<file path="src/rtl/ysyx_ifu_fetch.sv">
// Instruction-fetch front end: PC, a single outstanding fetch toward the bus arbiter,
// and a small instruction queue for the IDU. Optional counters: define YSYX_IFU_PERF_EN.
module ysyx_ifu_fetch #(
    parameter int                ADDR_W     = 32,
    parameter int                DATA_W     = 32,
    parameter int                FIFO_DEPTH = 4,
    parameter logic [ADDR_W-1:0] RESET_PC   = 32'h3000_0000
) (
    input  logic              clk,
    input  logic              rst,
    output logic [ADDR_W-1:0] ifu_araddr,
    output logic              ifu_arvalid,
    input  logic [DATA_W-1:0] ifu_rdata,
    input  logic              ifu_rvalid,
    input  logic              redirect_valid,
    input  logic [ADDR_W-1:0] redirect_pc,
    output logic [DATA_W-1:0] inst_o,
    output logic [ADDR_W-1:0] pc_o,
    output logic              inst_valid_o,
    input  logic              inst_ready
);
    localparam int PTR_W = $clog2(FIFO_DEPTH);

    typedef enum logic [1:0] {IDLE, REQ, DROP} state_e;

    state_e            state_q, state_d;
    logic [ADDR_W-1:0] fetch_pc_q, fetch_pc_d;
    logic [ADDR_W-1:0] addr_q, addr_d;
    logic [PTR_W:0]    wr_ptr_q, rd_ptr_q, count;
    logic [DATA_W-1:0] inst_mem_q [FIFO_DEPTH];
    logic [ADDR_W-1:0] pc_mem_q   [FIFO_DEPTH];
    logic              full, empty, push, pop;

    assign count = wr_ptr_q - rd_ptr_q;
    assign full  = (count == (PTR_W+1)'(FIFO_DEPTH));
    assign empty = (count == '0);

    always_ff @(posedge clk or posedge rst) begin
        if (rst) begin
            state_q    <= IDLE;
            fetch_pc_q <= RESET_PC;
            addr_q     <= RESET_PC;
        end else begin
            state_q    <= state_d;
            fetch_pc_q <= fetch_pc_d;
            addr_q     <= addr_d;
        end
    end

    always_comb begin
        state_d = state_q;
        case (state_q)
            IDLE:    if (!redirect_valid && !full) state_d = REQ;
            REQ:     if (ifu_rvalid) state_d = IDLE;
                     else if (redirect_valid) state_d = DROP;
            DROP:    if (ifu_rvalid) state_d = IDLE;
            default: state_d = IDLE;
        endcase
    end

    // The issued address is latched at issue so it survives redirects while in DROP.
    always_comb begin
        ifu_arvalid = (state_q != IDLE);
        ifu_araddr  = addr_q;
        push        = (state_q == REQ) && ifu_rvalid && !redirect_valid;
        pop         = inst_ready && !empty && !redirect_valid;
        addr_d      = (state_q == IDLE && state_d == REQ) ? fetch_pc_q : addr_q;
        fetch_pc_d  = fetch_pc_q;
        if (redirect_valid) fetch_pc_d = redirect_pc;
        else if (push)      fetch_pc_d = fetch_pc_q + ADDR_W'(4);
    end

    always_ff @(posedge clk or posedge rst) begin
        if (rst) begin
            wr_ptr_q <= '0;
            rd_ptr_q <= '0;
            for (int i = 0; i < FIFO_DEPTH; i++) begin
                inst_mem_q[i] <= '0;
                pc_mem_q[i]   <= '0;
            end
        end else if (redirect_valid) begin
            wr_ptr_q <= '0;
            rd_ptr_q <= '0;
        end else begin
            if (push) begin
                inst_mem_q[wr_ptr_q[PTR_W-1:0]] <= ifu_rdata;
                pc_mem_q[wr_ptr_q[PTR_W-1:0]]   <= fetch_pc_q;
                wr_ptr_q <= wr_ptr_q + 1'b1;
            end
            if (pop) rd_ptr_q <= rd_ptr_q + 1'b1;
        end
    end

    assign inst_o       = inst_mem_q[rd_ptr_q[PTR_W-1:0]];
    assign pc_o         = pc_mem_q[rd_ptr_q[PTR_W-1:0]];
    assign inst_valid_o = !empty;

`ifdef YSYX_IFU_PERF_EN
    logic [31:0] perf_fetch_cnt, perf_stall_cnt, perf_drop_cnt;

    always_ff @(posedge clk or posedge rst) begin
        if (rst) begin
            perf_fetch_cnt <= '0;
            perf_stall_cnt <= '0;
            perf_drop_cnt  <= '0;
        end else begin
            if (push && perf_fetch_cnt != '1) perf_fetch_cnt <= perf_fetch_cnt + 1'b1;
            if (ifu_arvalid && !ifu_rvalid && perf_stall_cnt != '1)
                perf_stall_cnt <= perf_stall_cnt + 1'b1;
            if (state_q == DROP && ifu_rvalid && perf_drop_cnt != '1)
                perf_drop_cnt <= perf_drop_cnt + 1'b1;
        end
    end

    final $display("[IFU] fetch=%0d stall=%0d drop=%0d",
                   perf_fetch_cnt, perf_stall_cnt, perf_drop_cnt);
`else
`endif
endmodule

</file>
<file path="config.mk">
export PLATFORM = sky130hd
export DESIGN_NAME = ysyx_ifu_fetch
export DESIGN_NICKNAME = d
export VERILOG_FILES = /design/src/rtl/ysyx_ifu_fetch.sv
export SDC_FILE = /design/constraint.sdc
export NUM_CORES = 1
export LEC_CHECK = 0
export CAP_MARGIN = 20
export CORE_MARGIN = 5
export CORE_UTILIZATION = 56
export DETAILED_ROUTE_END_ITERATION = 16
export PLACE_DENSITY_LB_ADDON = 0.1
export SYNTH_ARGS = -nofsm -noshare
export SYNTH_HDL_FRONTEND = slang
export SYNTH_SLANG_ARGS = --single-unit
</file>
<file path="constraint.sdc">
create_clock -name clk -period 13.9 [get_ports clk]
set_input_delay 2.78 -clock clk [delete_from_list [all_inputs] [get_ports clk]]
set_output_delay 2.78 -clock clk [all_outputs]
set_load 0.05 [all_outputs]
</file>
# [After elaboration in Yosys (flattened, before gate mapping)]
# Index checks and enable logic that the tools add are counted.
[totals] ff_bits=328 in_bits=69 wordCells=64
[op_classes] addsub=4 n_lt_le_gt_ge=3 eq_ne=4 mux=21 bitwise_logic=3 n_reduce_logical=16
[ops] cell="bitwise mux 128 bit" n=2
[ops] cell="2-to-1 mux 32 bit" n=7
[ops] cell="binary-select mux 32 bit (select 2 bit)" n=2
[ops] cell="demux 32 bit (select 2 bit)" n=1
[ops] cell="adder 32 x 3 -> 32 bit, second input constant" n=1
[ops] cell="2-to-1 mux 3 bit" n=4
[ops] cell="2-to-1 mux 2 bit" n=4
[ops] cell="logical AND 1 bit" n=7
[ops] cell="adder 3 x 1 -> 3 bit, second input constant" n=2
[ops] cell="greater-or-equal comparator 3 bit, second input constant" n=2
[ops] cell="NOT 2 -> 3 bit" n=2
[ops] cell="case mux 2 bit (3 select lines)" n=1
[ops] cell="nonzero test 2 bit" n=3
[ops] cell="equality test 2 x 1 -> 1 bit, second input constant" n=2
[ops] cell="equality test 3 bit, second input constant" n=1
[ops] cell="zero test 1 bit" n=3
[ops] cell="zero test 3 bit" n=1
[ops] cell="< comparator 3 x 1 -> 1 bit, second input constant" n=1
[ops] cell="subtractor 3 bit" n=1
[ops] cell="equality test 2 bit, second input constant" n=1
[ops] cell="zero test 2 bit" n=1
[ops] cell="AND reduction 2 bit" n=1
[ops] cell="NOT 1 bit" n=1

# [Logic depth before layout (Yosys ltp)]
[logic_depth] ltp_word=8 ltp_mapped=9 mapped_depth_nobuf=6

# [Worst setup path after synthesis]
# OpenSTA, ideal clock, no wires.
[synth_path] path_type="flip-flop to output port" start="register rd_ptr_q[1]" end="output port inst_valid_o" t_arrival_ns=2.107 slack_ns=9.013 path_stages_with_launch=8 path_buffers=2 path_cell_list="dfrtp_1 -> clkbuf_1 -> clkbuf_1 -> inv_1 -> ha_1 -> nor2b_1 -> xnor2_1 -> nand3_1"
[synth_between] elab_chain_cells=3
[synth_lines] element="start: declaration" line="29" rtl="logic [PTR_W:0] wr_ptr_q, rd_ptr_q, count;"
[synth_lines] element="start signal: assignment" line="90" rtl="if (pop) rd_ptr_q <= rd_ptr_q + 1'b1;"
[synth_lines] element="subtractor 3 bit" line="34" rtl="assign count = wr_ptr_q - rd_ptr_q;"
[synth_lines] element="zero test 3 bit" line="36" rtl="assign empty = (count == '0);"
[synth_lines] element="zero test 1 bit" line="96" rtl="assign inst_valid_o = !empty;"
[synth_lines] element="end: declaration" line="19" rtl="output logic inst_valid_o,"
# No other way between the ends.

# [Worst setup path in the final report]
[layout_path] start="register rd_ptr_q[0]" end="output port inst_valid_o"
# Same word-level chain as after synthesis.

==> flow_metrics.py <==
metrics = {
    "run": {
        "cap_violations": 0,
    },
    "grt": {
        "grt_max_degree": 118,
        "grt_overflow": 0,
        "grt_pass1_wl_um": 50300,
        "antenna_found_initial": 0,
        "grt_pass1_vias": 9153,
        "grt_usage": 0.216,
    },
    "die": {
        "core_sq_mm": 0.0258,
        "boundaryPins": 167,
        "dieHeight_um": 171,
        "rows": 59,
        "start_util": 0.564,
        "dieArea_sq_mm": 0.0292,
        "die-width_um": 171,
    },
    "worst_setup_path": {
        "worst_setup_path_start_kind": "flip-flop",
        "worst_ep_required_time_ps": 11120,
        "cp.arrival_ps": 3720,
        "end_kind": "output port",
        "path_max_fanout": 39,
        "path_class": "flip-flop to output port",
    },
    "pwr": {
        "power_density_mw_per_mm2": 230,
        "p_leak_nw": 7.82,
        "power_mw": 4.02,
        "vdd_drop_max_mv": 0.178,
    },
    "logic_synthesis": {
        "syn_area_sq_mm": 0.0145,
        "synth-seq-area-share": 0.566,
        "synth_cells": 969,
        "yosysWarnings": 0,
        "syn_avg_cell_area_sq_um": 15.0,
        "syn_nets": 1046,
        "synth_seq_cells": 328,
        "synth_cell_type_count": 44,
    },
    "layout": {
        "diodes": 0,
        "area_growth_syn_to_layout_pct": 20.6,
        "fin_cells": 1466,
        "seq_area_sq_mm": 0.00822,
        "drive_gt1_frac": 0.381,
        "final_util": 0.680,
        "num-fill-cells": 1882,
        "multi_input_area_sq_mm": 0.00601,
        "fin_area_sq_mm": 0.0175,
        "fin_nets": 1187,
    },
    "timing": {
        "hold_viol_final": 0,
        "holdWs_ps": 498,
        "rsz0062_at_grt": "false",
        "setup_tns_ps": 0,
        "min_period_ps": 6500,
        "maxSlewViolCount": 0,
        "fmax_ghz": 0.154,
        "max_slew_margin": 0.274,
        "worstMarginPinSlew_ps": 1090,
        "fin_skew_ps": 14.0,
        "setup_slack_ps": 7400,
        "period_share": 0.468,
        "final-setup-viol-count": 0,
    },
    "drt": {
        "drc_errors": 0,
        "ant_nets": 0,
        "wl_um": 30600,
        "dr.pass1.iters": 6,
        "via_count": 8614,
        "vias_per_cell": 5.88,
        "post_drt_wl_per_cell_um": 20.9,
        "drt_iter0_drc": 452,
    },
    "cts": {
        "cts_made_buffers": 36,
        "clk_pin_slew_ps": 60,
        "clock-sinks": 328,
        "cts_tree": "yes",
        "cts_root_buffer": "clkbuf_16",
        "cts_hold_buf": 0,
        "cts_resized": 0,
        "post_cts_buffers": 0,
        "htreeDepth": 2,
        "insertion_delay_ps": 500,
        "cts_buffer_depth": 3,
    },
    "min_path": {
        "min_path_type": "flip-flop to flip-flop",
    },
    "place": {
        "pre_cts_ws_ps": 7880,
        "gp_congestion": 0.725,
        "placement.io_buffers": 166,
        "dpl_cell_area_sq_mm": 0.0164,
        "dpl.cell_count": 1405,
        "dp_hpwl_um": 18300,
    },
    "status": {
        "outcome": "completed",
    },
}
[synth_stat cells (all sizes together)]
master | count | area share
dfrtp | 324 | 0.56
mux2 | 292 | 0.23
mux4 | 64 | 0.099
clkbuf | 52 | 0.013
nand2 | 38 | 0.0098
nor2 | 23 | 0.0059
buf | 21 | 0.0073
a31oi | 15 | 0.0065
o21ai | 15 | 0.0052
nand3 | 14 | 0.0052
or4 | 13 | 0.0070
inv | 10 | 0.0026
xnor2 | 10 | 0.0060
o31ai | 9 | 0.0047
ha | 8 | 0.0069
nand4 | 7 | 0.0030
nor3 | 7 | 0.0024
o311ai | 5 | 0.0030
dfstp | 4 | 0.0072
nor4 | 4 | 0.0017
a21oi | 3 | 0.0010
and3 | 3 | 0.0013
nor2b | 3 | 0.0013
or2 | 3 | 0.0013
or3 | 3 | 0.0013
xor2 | 3 | 0.0018
mux2i | 2 | 0.0014
nand2b | 2 | 0.00086
o211ai | 2 | 0.0010
o31a | 2 | 0.0012
a211o | 1 | 0.00060
and3b | 1 | 0.00060
and4 | 1 | 0.00060
clkinv | 1 | 0.00026
nand3b | 1 | 0.00052
nand4b | 1 | 0.0016
nor4b | 1 | 0.00060
o311a | 1 | 0.00069
[cell type report]
type / count / area share
repair buffers: 176 / 0.0999
well taps: 335 / 0.0239
clock inverters: 4 / 0.00136
clock buffers: 55 / 0.0596
multi-input cells: 557 / 0.343
flip-flops and latches: 328 / 0.469
inverters: 11 / 0.00279
[sequential cells by signal, summed over array words and instances (netlist names)]
signal      count
inst_mem_q    128
pc_mem_q      128
fetch_pc_q     32
ifu_araddr     32
rd_ptr_q        3
wr_ptr_q        3
state_q         2
[cells in the final DEF (no fill, tap or decap), types with 4 or more instances in the layout]
cell and instances:
dfstp_2 4, clkbuf_1 13, o31ai_1 9, dfrtp_1 322, nand3_1 13, clkbuf_16 37, nand2_1 34, mux2_2 292
nand2_4 4, o311ai_0 5, inv_1 9, nor2_1 23, xnor2_1 10, buf_4 8, clkbuf_8 5, nor4_1 4
mux4_2 64, nand4_1 7, or4_1 12, o21ai_0 14, nor3_1 7, ha_1 8, a31oi_1 15, clkdlybuf4s50_1 165
[power breakdown]
group	switching [mW]	internal (mW)
clock network	0.354	0.514
logic	1.02	0.743
registers	0.180	1.21
total	1.55	2.47
[path summary, 6_finish.rpt]
kind | start | end | slack, ps | cells after the start
max | rd_ptr_q[0] | inst_valid_o | 7400 | 6
min | pc_mem_q[83] | pc_mem_q[83] | 500 | 1
max reg2reg | rd_ptr_q[0] | ifu_araddr[26] | 10310 | 7
min reg2reg | pc_mem_q[83] | pc_mem_q[83] | 500 | 1
max in group asynchronous | rst | rd_ptr_q[1] | 9500 | 3
min in group asynchronous | rst | inst_mem_q[100] | 2830 | 2
[worst max-delay path, stage by stage (launching register included)]
cell and delay [ps]:
dfrtp_4 960, buf_4 570, ha_1 230, nor2b_1 170, xnor2_1 300, nand3_1 220
clkdlybuf4s50_1 750
[per-layer routing]
| metal | GRT usage | wire length (um) | up-vias |
|---|---|---|---|
| li1 | - | - | 3870 |
| met1 | 0.317 | 13500 | 4507 |
| met2 | 0.347 | 15000 | 199 |
| met3 | 0.0381 | 1570 | 38 |
| met4 | 0.0448 | 496 | 0 |
| met5 | 0 | 0 | - |
[cells by family (layout without fill, tap and decap cells)]
family,count (synthesis),in the layout,share of synthesized area
xor gates and xnor gates,13,13,0.00784
DFF,328,328,0.566
adders and majority gates,8,8,0.00689
and+or+nand+nor,125,125,0.0451
buffers and inverters,84,246,0.0236
muxes,358,358,0.327
AOI/OAI and AO/OA,53,53,0.0239
Power figures use the tool's default switching activity.
